<file path="src/rtl/char_buffer_ctrl.sv">
// ---------------------------------------------------------------------------
// char_buffer_ctrl
//
// Owns the 16x16 character-code buffer read by the start-screen text drawer.
// All writes are sequenced through one command port: clear the buffer, set
// the write cursor, or put a character at the cursor. Writes can be confined
// to vertical blanking so the visible frame never tears.
//
// Ports:
//   clk        in   pixel clock
//   rst        in   asynchronous, active-high reset
//   vblnk      in   vertical blanking from the timing chain
//   rd_addr    in   [7:0] read address {row, col} from the drawer's char_xy
//   rd_code    out  [6:0] character code at rd_addr, registered (1-cycle latency)
//   cmd_valid  in   command present
//   cmd_ready  out  command can be accepted this cycle
//   cmd_op     in   [1:0] 0 NOP, 1 CLEAR, 2 SETPOS, 3 PUTC
//   cmd_data   in   [7:0] SETPOS: new cursor; PUTC: [6:0] code or 8'h0A newline
//   busy       out  CLEAR sequence in progress (registered)
//   cursor     out  [7:0] current write cursor {row, col} (registered)
//
// Handshake: a command transfers on a rising clk edge where cmd_valid and
// cmd_ready are both high. The writer holds cmd_op/cmd_data stable while
// cmd_valid is high and cmd_ready is low; nothing is dropped or taken early.
// cmd_ready depends only on the current state and vblnk, never on cmd_valid.
//
// The FSM state and the clear address are kept in the named registers
// "state" and "clr_addr" so they can be observed hierarchically.
// ---------------------------------------------------------------------------
module char_buffer_ctrl #(
   parameter bit         WRITE_IN_VBLANK = 1'b1,
   parameter logic [6:0] FILL_CODE       = 7'h20
) (
   input  logic       clk,
   input  logic       rst,
   input  logic       vblnk,
   input  logic [7:0] rd_addr,
   output logic [6:0] rd_code,
   input  logic       cmd_valid,
   output logic       cmd_ready,
   input  logic [1:0] cmd_op,
   input  logic [7:0] cmd_data,
   output logic       busy,
   output logic [7:0] cursor
);

   typedef enum logic [1:0] {
      ST_RST   = 2'd0,
      ST_CLEAR = 2'd1,
      ST_IDLE  = 2'd2
   } state_t;

   typedef enum logic [1:0] {
      OP_NOP    = 2'd0,
      OP_CLEAR  = 2'd1,
      OP_SETPOS = 2'd2,
      OP_PUTC   = 2'd3
   } op_t;

   localparam logic [7:0] NEWLINE = 8'h0A;

   state_t     state;
   logic [7:0] clr_addr;

   // Buffer storage; deliberately not reset, the power-up clear fills it.
   logic [6:0] ram [0:255];

   logic       wr_window;
   logic       accept;
   logic       ram_we;
   logic [7:0] ram_waddr;
   logic [6:0] ram_wdata;

   // Writes (clear or command) are only allowed inside the window.
   assign wr_window = !WRITE_IN_VBLANK || vblnk;
   assign cmd_ready = (state == ST_IDLE) && wr_window;
   assign accept    = cmd_valid && cmd_ready;

   // Single RAM write port shared by the clear sequencer and PUTC.
   always_comb begin
      ram_we    = 1'b0;
      ram_waddr = clr_addr;
      ram_wdata = FILL_CODE;
      if (state == ST_CLEAR) begin
         ram_we = wr_window;
      end else if (accept && (cmd_op == OP_PUTC) && (cmd_data != NEWLINE)) begin
         ram_we    = 1'b1;
         ram_waddr = cursor;
         ram_wdata = cmd_data[6:0];
      end
   end

   always_ff @(posedge clk) begin
      if (ram_we) begin
         ram[ram_waddr] <= ram_wdata;
      end
   end

   // Control FSM plus registered read port. rd_code samples the RAM with the
   // same edge that commits a write, so a same-address hit returns old data.
   always_ff @(posedge clk or posedge rst) begin
      if (rst) begin
         state    <= ST_RST;
         rd_code  <= 7'd0;
         cursor   <= 8'd0;
         busy     <= 1'b0;
         clr_addr <= 8'd0;
      end else begin
         rd_code <= ram[rd_addr];
         case (state)
            ST_RST: begin
               state    <= ST_CLEAR;
               busy     <= 1'b1;
               clr_addr <= 8'd0;
            end
            ST_CLEAR: begin
               // Outside the write window the sequence simply pauses.
               if (wr_window) begin
                  if (clr_addr == 8'hFF) begin
                     clr_addr <= 8'd0;
                     cursor   <= 8'd0;
                     busy     <= 1'b0;
                     state    <= ST_IDLE;
                  end else begin
                     clr_addr <= clr_addr + 8'd1;
                  end
               end
            end
            ST_IDLE: begin
               if (accept) begin
                  case (cmd_op)
                     OP_CLEAR: begin
                        state    <= ST_CLEAR;
                        busy     <= 1'b1;
                        clr_addr <= 8'd0;
                     end
                     OP_SETPOS: begin
                        cursor <= cmd_data;
                     end
                     OP_PUTC: begin
                        if (cmd_data == NEWLINE) begin
                           // Start of next row; row 15 wraps to row 0.
                           cursor <= {cursor[7:4] + 4'd1, 4'h0};
                        end else begin
                           cursor <= cursor + 8'd1;
                        end
                     end
                     default: begin
                     end
                  endcase
               end
            end
            default: begin
               state <= ST_RST;
            end
         endcase
      end
   end

endmodule

</file>
<file path="config.mk">
export PLATFORM = sky130hd
export DESIGN_NAME = char_buffer_ctrl
export DESIGN_NICKNAME = d
export VERILOG_FILES = /design/src/rtl/char_buffer_ctrl.sv
export SDC_FILE = /design/constraint.sdc
export NUM_CORES = 2
export LEC_CHECK = 0
export CORE_ASPECT_RATIO = 0.9
export CORE_MARGIN = 2
export CORE_UTILIZATION = 57
export DETAILED_ROUTE_END_ITERATION = 6
export PLACE_DENSITY_LB_ADDON = 0.15
export SLEW_MARGIN = 0
export SYNTH_ARGS = -nofsm -noshare
export SYNTH_HDL_FRONTEND = slang
export SYNTH_SLANG_ARGS = --single-unit
</file>
<file path="constraint.sdc">
create_clock -name clk -period 5.3 [get_ports clk]
set_input_delay 1.06 -clock clk [delete_from_list [all_inputs] [get_ports clk]]
set_output_delay 1.06 -clock clk [all_outputs]
set_load 0.02 [all_outputs]
</file>
### Yosys cells after proc, flatten, opt, wreduce, memory -nomap -nowiden

Memories as Yosys holds them, arrays and structs flattened. A register that Yosys moved wholly into a read port is not among the register bits.
Cells that the tools add are included.

| word-level totals | value |
|---|---|
| flip-flop bits (word level) | 19 |
| RAM bits | 1792 |
| input port bits | 22 |
| output and inout port bits | 17 |
| word-level logic and storage cells | 61 |
| memories kept | 1 |

Memory list:

| name | words | bits a word | rd ports | clocked after memory_dff | write ports | RTL line | source |
|---|---|---|---|---|---|---|---|
| ram | 256 | 7 | 1 | 1 | 1 | 66 | `logic [6:0] ram [0:255];` |

| cells by class | value |
|---|---|
| add/sub/neg operators | 3 |
| equal/unequal tests | 13 |
| mux-type cells | 29 |
| reductions and logical operators | 11 |

Operator list:

| cell | count |
|---|---|
| 8-bit 2-to-1 mux | 10 |
| 8-bit case mux with 2 select lines | 2 |
| 8-bit case mux with 3 select lines | 1 |
| 8-bit by 1-bit adder with 8-bit output (second input constant) | 2 |
| 7-bit 2-to-1 mux | 2 |
| 5-bit AND reduction | 2 |
| 8-bit by 4-bit == test with 1-bit output (second input constant) | 1 |
| 8-bit == test (second input constant) | 1 |
| 1-bit 2-to-1 mux | 8 |
| 2-bit 2-to-1 mux | 4 |
| 8-bit by 4-bit != test with 1-bit output (second input constant) | 1 |
| 4-bit AND reduction | 2 |
| 2-bit == test (second input constant) | 3 |
| 2-bit case mux with 3 select lines | 1 |
| 4-bit by 1-bit adder with 4-bit output (second input constant) | 1 |
| 2-bit by 1-bit == test with 1-bit output (second input constant) | 2 |
| 1-bit logical AND | 4 |
| 2-bit by 1-bit != test with 1-bit output (second input constant) | 2 |
| 2-bit != test (second input constant) | 2 |
| 3-bit by 1-bit != test with 1-bit output (second input constant) | 1 |
| 1-bit case mux with 3 select lines | 1 |
| 3-bit nonzero test | 1 |
| 2-bit zero test | 1 |
| 2-bit nonzero test | 1 |

### Depth between registers and ports, before layout

| logic depth | value |
|---|---|
| word-level depth | 9 |
| gate-level depth with buffers | 12 |
| depth with buffers taken out | 8 |

### Least setup slack after synthesis

Ideal clock, no wire load.

| timing | value |
|---|---|
| kind | input port to flip-flop |
| from | in vblnk |
| to | mem ram[0][1], data pin |
| library setup time | 0.875 ns |
| data arrival time | 4.942 ns |
| required time | 4.425 ns |
| path slack | -0.517 ns |
| cell stages on the path | 3 |
| buffers on the path | 0 |
| cells stage by stage | and2_1 > and4b_2 > and3_1 |

| on the way | value |
|---|---|
| cells in the longest elaborated chain, start to end | 6 |

RTL lines:

| element | RTL line | source |
|---|---|---|
| start: declaration | 36 | `input logic vblnk,` |
| 1-bit logical AND | 76 | `assign cmd_ready = (state == ST_IDLE) && wr_window;` |
| 1-bit logical AND | 77 | `assign accept = cmd_valid && cmd_ready;` |
| 1-bit logical AND (2 in series) | 86 | `end else if (accept && (cmd_op == OP_PUTC) && (cmd_data != NEWLINE)) begin` |
| 7-bit 2-to-1 mux | 86 |  |
| 7-bit 2-to-1 mux | 84 | `if (state == ST_CLEAR) begin` |
| via ram_wdata[1] | 72 | `logic [6:0] ram_wdata;` |
| end: declaration | 66 |  |

The timed path passes the listed nets, and every way through them passes these cells.

### Final worst setup path

| timing | value |
|---|---|
| from | in cmd_data[4] |
| to | mem ram[96][2] (enable) |

| on the way | value |
|---|---|
| cells in the longest elaborated chain, start to end | 6 |
| elaborated cells on any way between the ends | 8 |
| those cells by class | eq/ne (1); mux (6); reduce/logical (1) |

RTL lines:

| element | RTL line | source |
|---|---|---|
| start: declaration | 42 | `input logic [7:0] cmd_data,` |
| 8-bit by 4-bit != test with 1-bit output (*) | 86 |  |
| 1-bit logical AND (*) | 86 |  |
| 1-bit 2-to-1 mux | 86 |  |
| 1-bit 2-to-1 mux | 84 |  |
| 1-bit 2-to-1 mux | 94 | `if (ram_we) begin` |
| 1-bit 2-to-1 mux (implied by the code) | 95 | `ram[ram_waddr] <= ram_wdata;` |

Mark *: on every way between the ends. The rest lies on a longest branch, timed or not.

==> reports/results.ini <==
[power]
swShare_pct = 21.3
switchingPower_mw = 6.37
vdd.ir_drop.worst_mv = 0.312
pwr-share-clk_pct = 41.8
p_leak_nw = 27.7
comb_power_share_pct = 5.4
power_frac_seq_pct = 52.8
power_density_nw_per_um2 = 373
power.internal_mw = 23.6
p_total_mw = 29.9

[timing]
finalHoldViolCount = 0
timing.slew.headroom_pct = 18.1
period_needed_ns = 4.27
whs_ns = 0.593
tightestPinTransition_ns = 1.20
finalCritPeriodShare_pct = 80.6
grt_setup_unrepaired = false
setup_ws_ns = 1.03
finalSetupTns_ns = 0
slew_violations = 0
setup_viol = 0
max_freq_ghz = 0.234
skew_ns = 0.0290

[logic_synthesis]
syn-num-nets = 3595
post-synth-top-count-cell = edfxtp_1
synth-main-ff-cell = edfxtp_1
ys_ff_latch = 1818
synth_area_sq_um = 72000
ys_types = 71
synth_edf_count = 1792
async_reset_ff_share_pct = 1.43
synth_area_per_cell_sq_um = 20.2
yosys-top-cells-area = edfxtp_1 75%, mux4_2 12%, mux2i_1 2.2%, nor2_1 1.6%, dfrtp_1 0.90%
synth_seq_area_share_pct = 75.6
synth_commonest_cells = 1792 x edfxtp_1, 368 x mux4_2, 313 x nor2_1, 161 x mux2i_1, 108 x nand2_1
ys_warn_count = 0
yosysTopAreaCell = edfxtp_1
synth_cells = 3566
synth_top_area_share_pct = 74.7

[route]
drc = 0
dr.pass1.iters = 6
num_vias = 36900
routed-wl-met3_um = 18700
viasPerCell = 6.67
top_layer = met5
wl_met1_um = 73300
routedWlPerCell_um = 32.3
drt_iter0_drc = 5390
drt-total-wl_um = 179000
met2_length_um = 81300
ant_nets = 0

[hold_path]
min_path_type = flip-flop to flip-flop
hold_depth = 1
holdCritStartpoint = state[1]

[setup_path]
crit_required_ns = 5.74
reg2reg_slack_ns = 1.18
worst-path-max-fanout = 16
critPathLaunch = cmd_data[4]
cp-start-kind = primary input
reg2reg_depth = 9
worstSetupEndpoint = ram[96][2]
reg2reg_to = ram[96][2]
reg2reg_from = state[1]
worst-endpoint-arrival_ns = 4.71
endpoint_kind = flip-flop
path_class = primary input to flip-flop

[layout]
drive_above_1_share_pct = 21.0
syn2layout_area_growth_pct = 11.3
nNetsFinal = 3735
fin_util_pct = 64.0

[clock_network]
clkSinkCount = 1818
h-tree-depth = 4
clockRootBuffer = clkbuf_16
postCtsHoldBufs = 0
cts_tree = yes
postCtsResizedCells = 0
postCtsSetupBuffers = 0
clk_pin_slew_ns = 0.06
cts_inserted_buffers = 174
clockBufferDepth = 3
clock_latency_ns = 0.80

[global_route]
grt_overflow_total = 0
grt_pass1_wl_um = 259000
grt_pass1_vias = 36500
grtUsageTotal_pct = 28.1
grt_max_degree = 119
antenna_found_initial = 10

[run]
max-cap-violations = 0

[place]
routabilityCongestion = 0.960
dpl.hpwl_um = 113000
place_ws_ns = 0.275
io_buffers = 38

[floorplanning]
row_count = 123
die_h_um = 341
dieArea_sq_um = 129000
die_w_um = 379
io_pins = 39
initial_core_util_pct = 57.6
core_sq_um = 125000

[status]
status = finished clean

## power groups by stage
stage | registers [mW] | logic, mW | clock network [mW]
global route | 15.8 | 1.71 | 13.2
finish | 15.8 | 1.62 | 12.5
CTS | 15.8 | 1.61 | 12.6
floorplan | 16.1 | 1.03 | 0
detailed placement | 16.1 | 1.60 | 0
global placement | 16.1 | 1.57 | 0
## cell type report
type                    count  area [sq um]
diodes                      1          2.50
flip-flops and latches   1818         54500
clock inverters            97           968
inverters                   9          33.8
repair buffers            168          1740
multi-input cells        1535         16000
well taps                1687          2110
clock buffers             220          4780
fillers                  8322         45000
## flip-flops by register name, indices dropped and copies added, names as in the netlist
name / cells
state: 2
clr_addr: 8
rd_code: 7
ram: 1792
cursor: 8
busy: 1
## metal layers
metal / up-vias / track usage, %
met3: 311 / 6.50
met2: 2253 / 41.5
li1: 15000 / -
met5: - / 0
met1: 19300 / 42.2
met4: 2 / 8.84
## cell families (layout without fill, tap and decap cells)
group / count (synthesis) / after routing / synth area share (%)
XOR/XNOR: 4 / 4 / 0.0486
AO/OA/AOI/OAI: 328 / 328 / 3.22
other: 0 / 1 / 0
buffers and inverters: 213 / 494 / 2.16
AND/OR/NAND/NOR: 632 / 632 / 3.99
flip-flops: 1818 / 1818 / 75.6
adder cells (fa/ha/maj): 7 / 7 / 0.122
multiplexers: 564 / 564 / 14.8
## placed cells by master, fill, tap and decap left out, drive strengths merged, types with 7 or more instances in the layout
master         instances
bufinv                19
clkinv                71
mux4                 390
edfxtp              1792
o21ai                 39
nand2                111
o22ai                 72
a22oi                 65
inv                   11
and2                  10
clkdlybuf4s50         33
nor2                 313
nor3b                  8
a221oi                20
clkbuf               220
ha                     7
nand2b                30
dfrtp                 26
nor4                  37
nor2b                  8
mux2i                168
nand3                 47
buf                  135
a21oi                 54
nor3                  43
o2111ai               14
a22o                  15
a2111oi               15
## worst min-delay path by stage
| stage | end |
|---|---|
| 2_1_floorplan | state[1] |
| 3_3_place_gp | state[1] |
| 3_5_place_dp | busy |
| 4_1_cts | busy |
| 5_1_grt | state[1] |
| 6_report | state[1] |
## critical path, cell delays in order
cell	delay (ns)
clkdlybuf4s50_1	0.49
nor4_2	0.45
nand2_2	0.22
nand2_2	0.34
buf_4	0.35
mux2i_1	0.43
nand2_1	0.62
nor2_1	0.73
## stage by stage
stage          area, sq um  std cells
2_1_floorplan        72000       3566
3_3_place_gp         74400       5217
3_5_place_dp         74400       5217
4_1_cts              80100       5534
5_1_grt              80100       5534
6_report             80100       5535
Power figures use the tool's default switching activity.
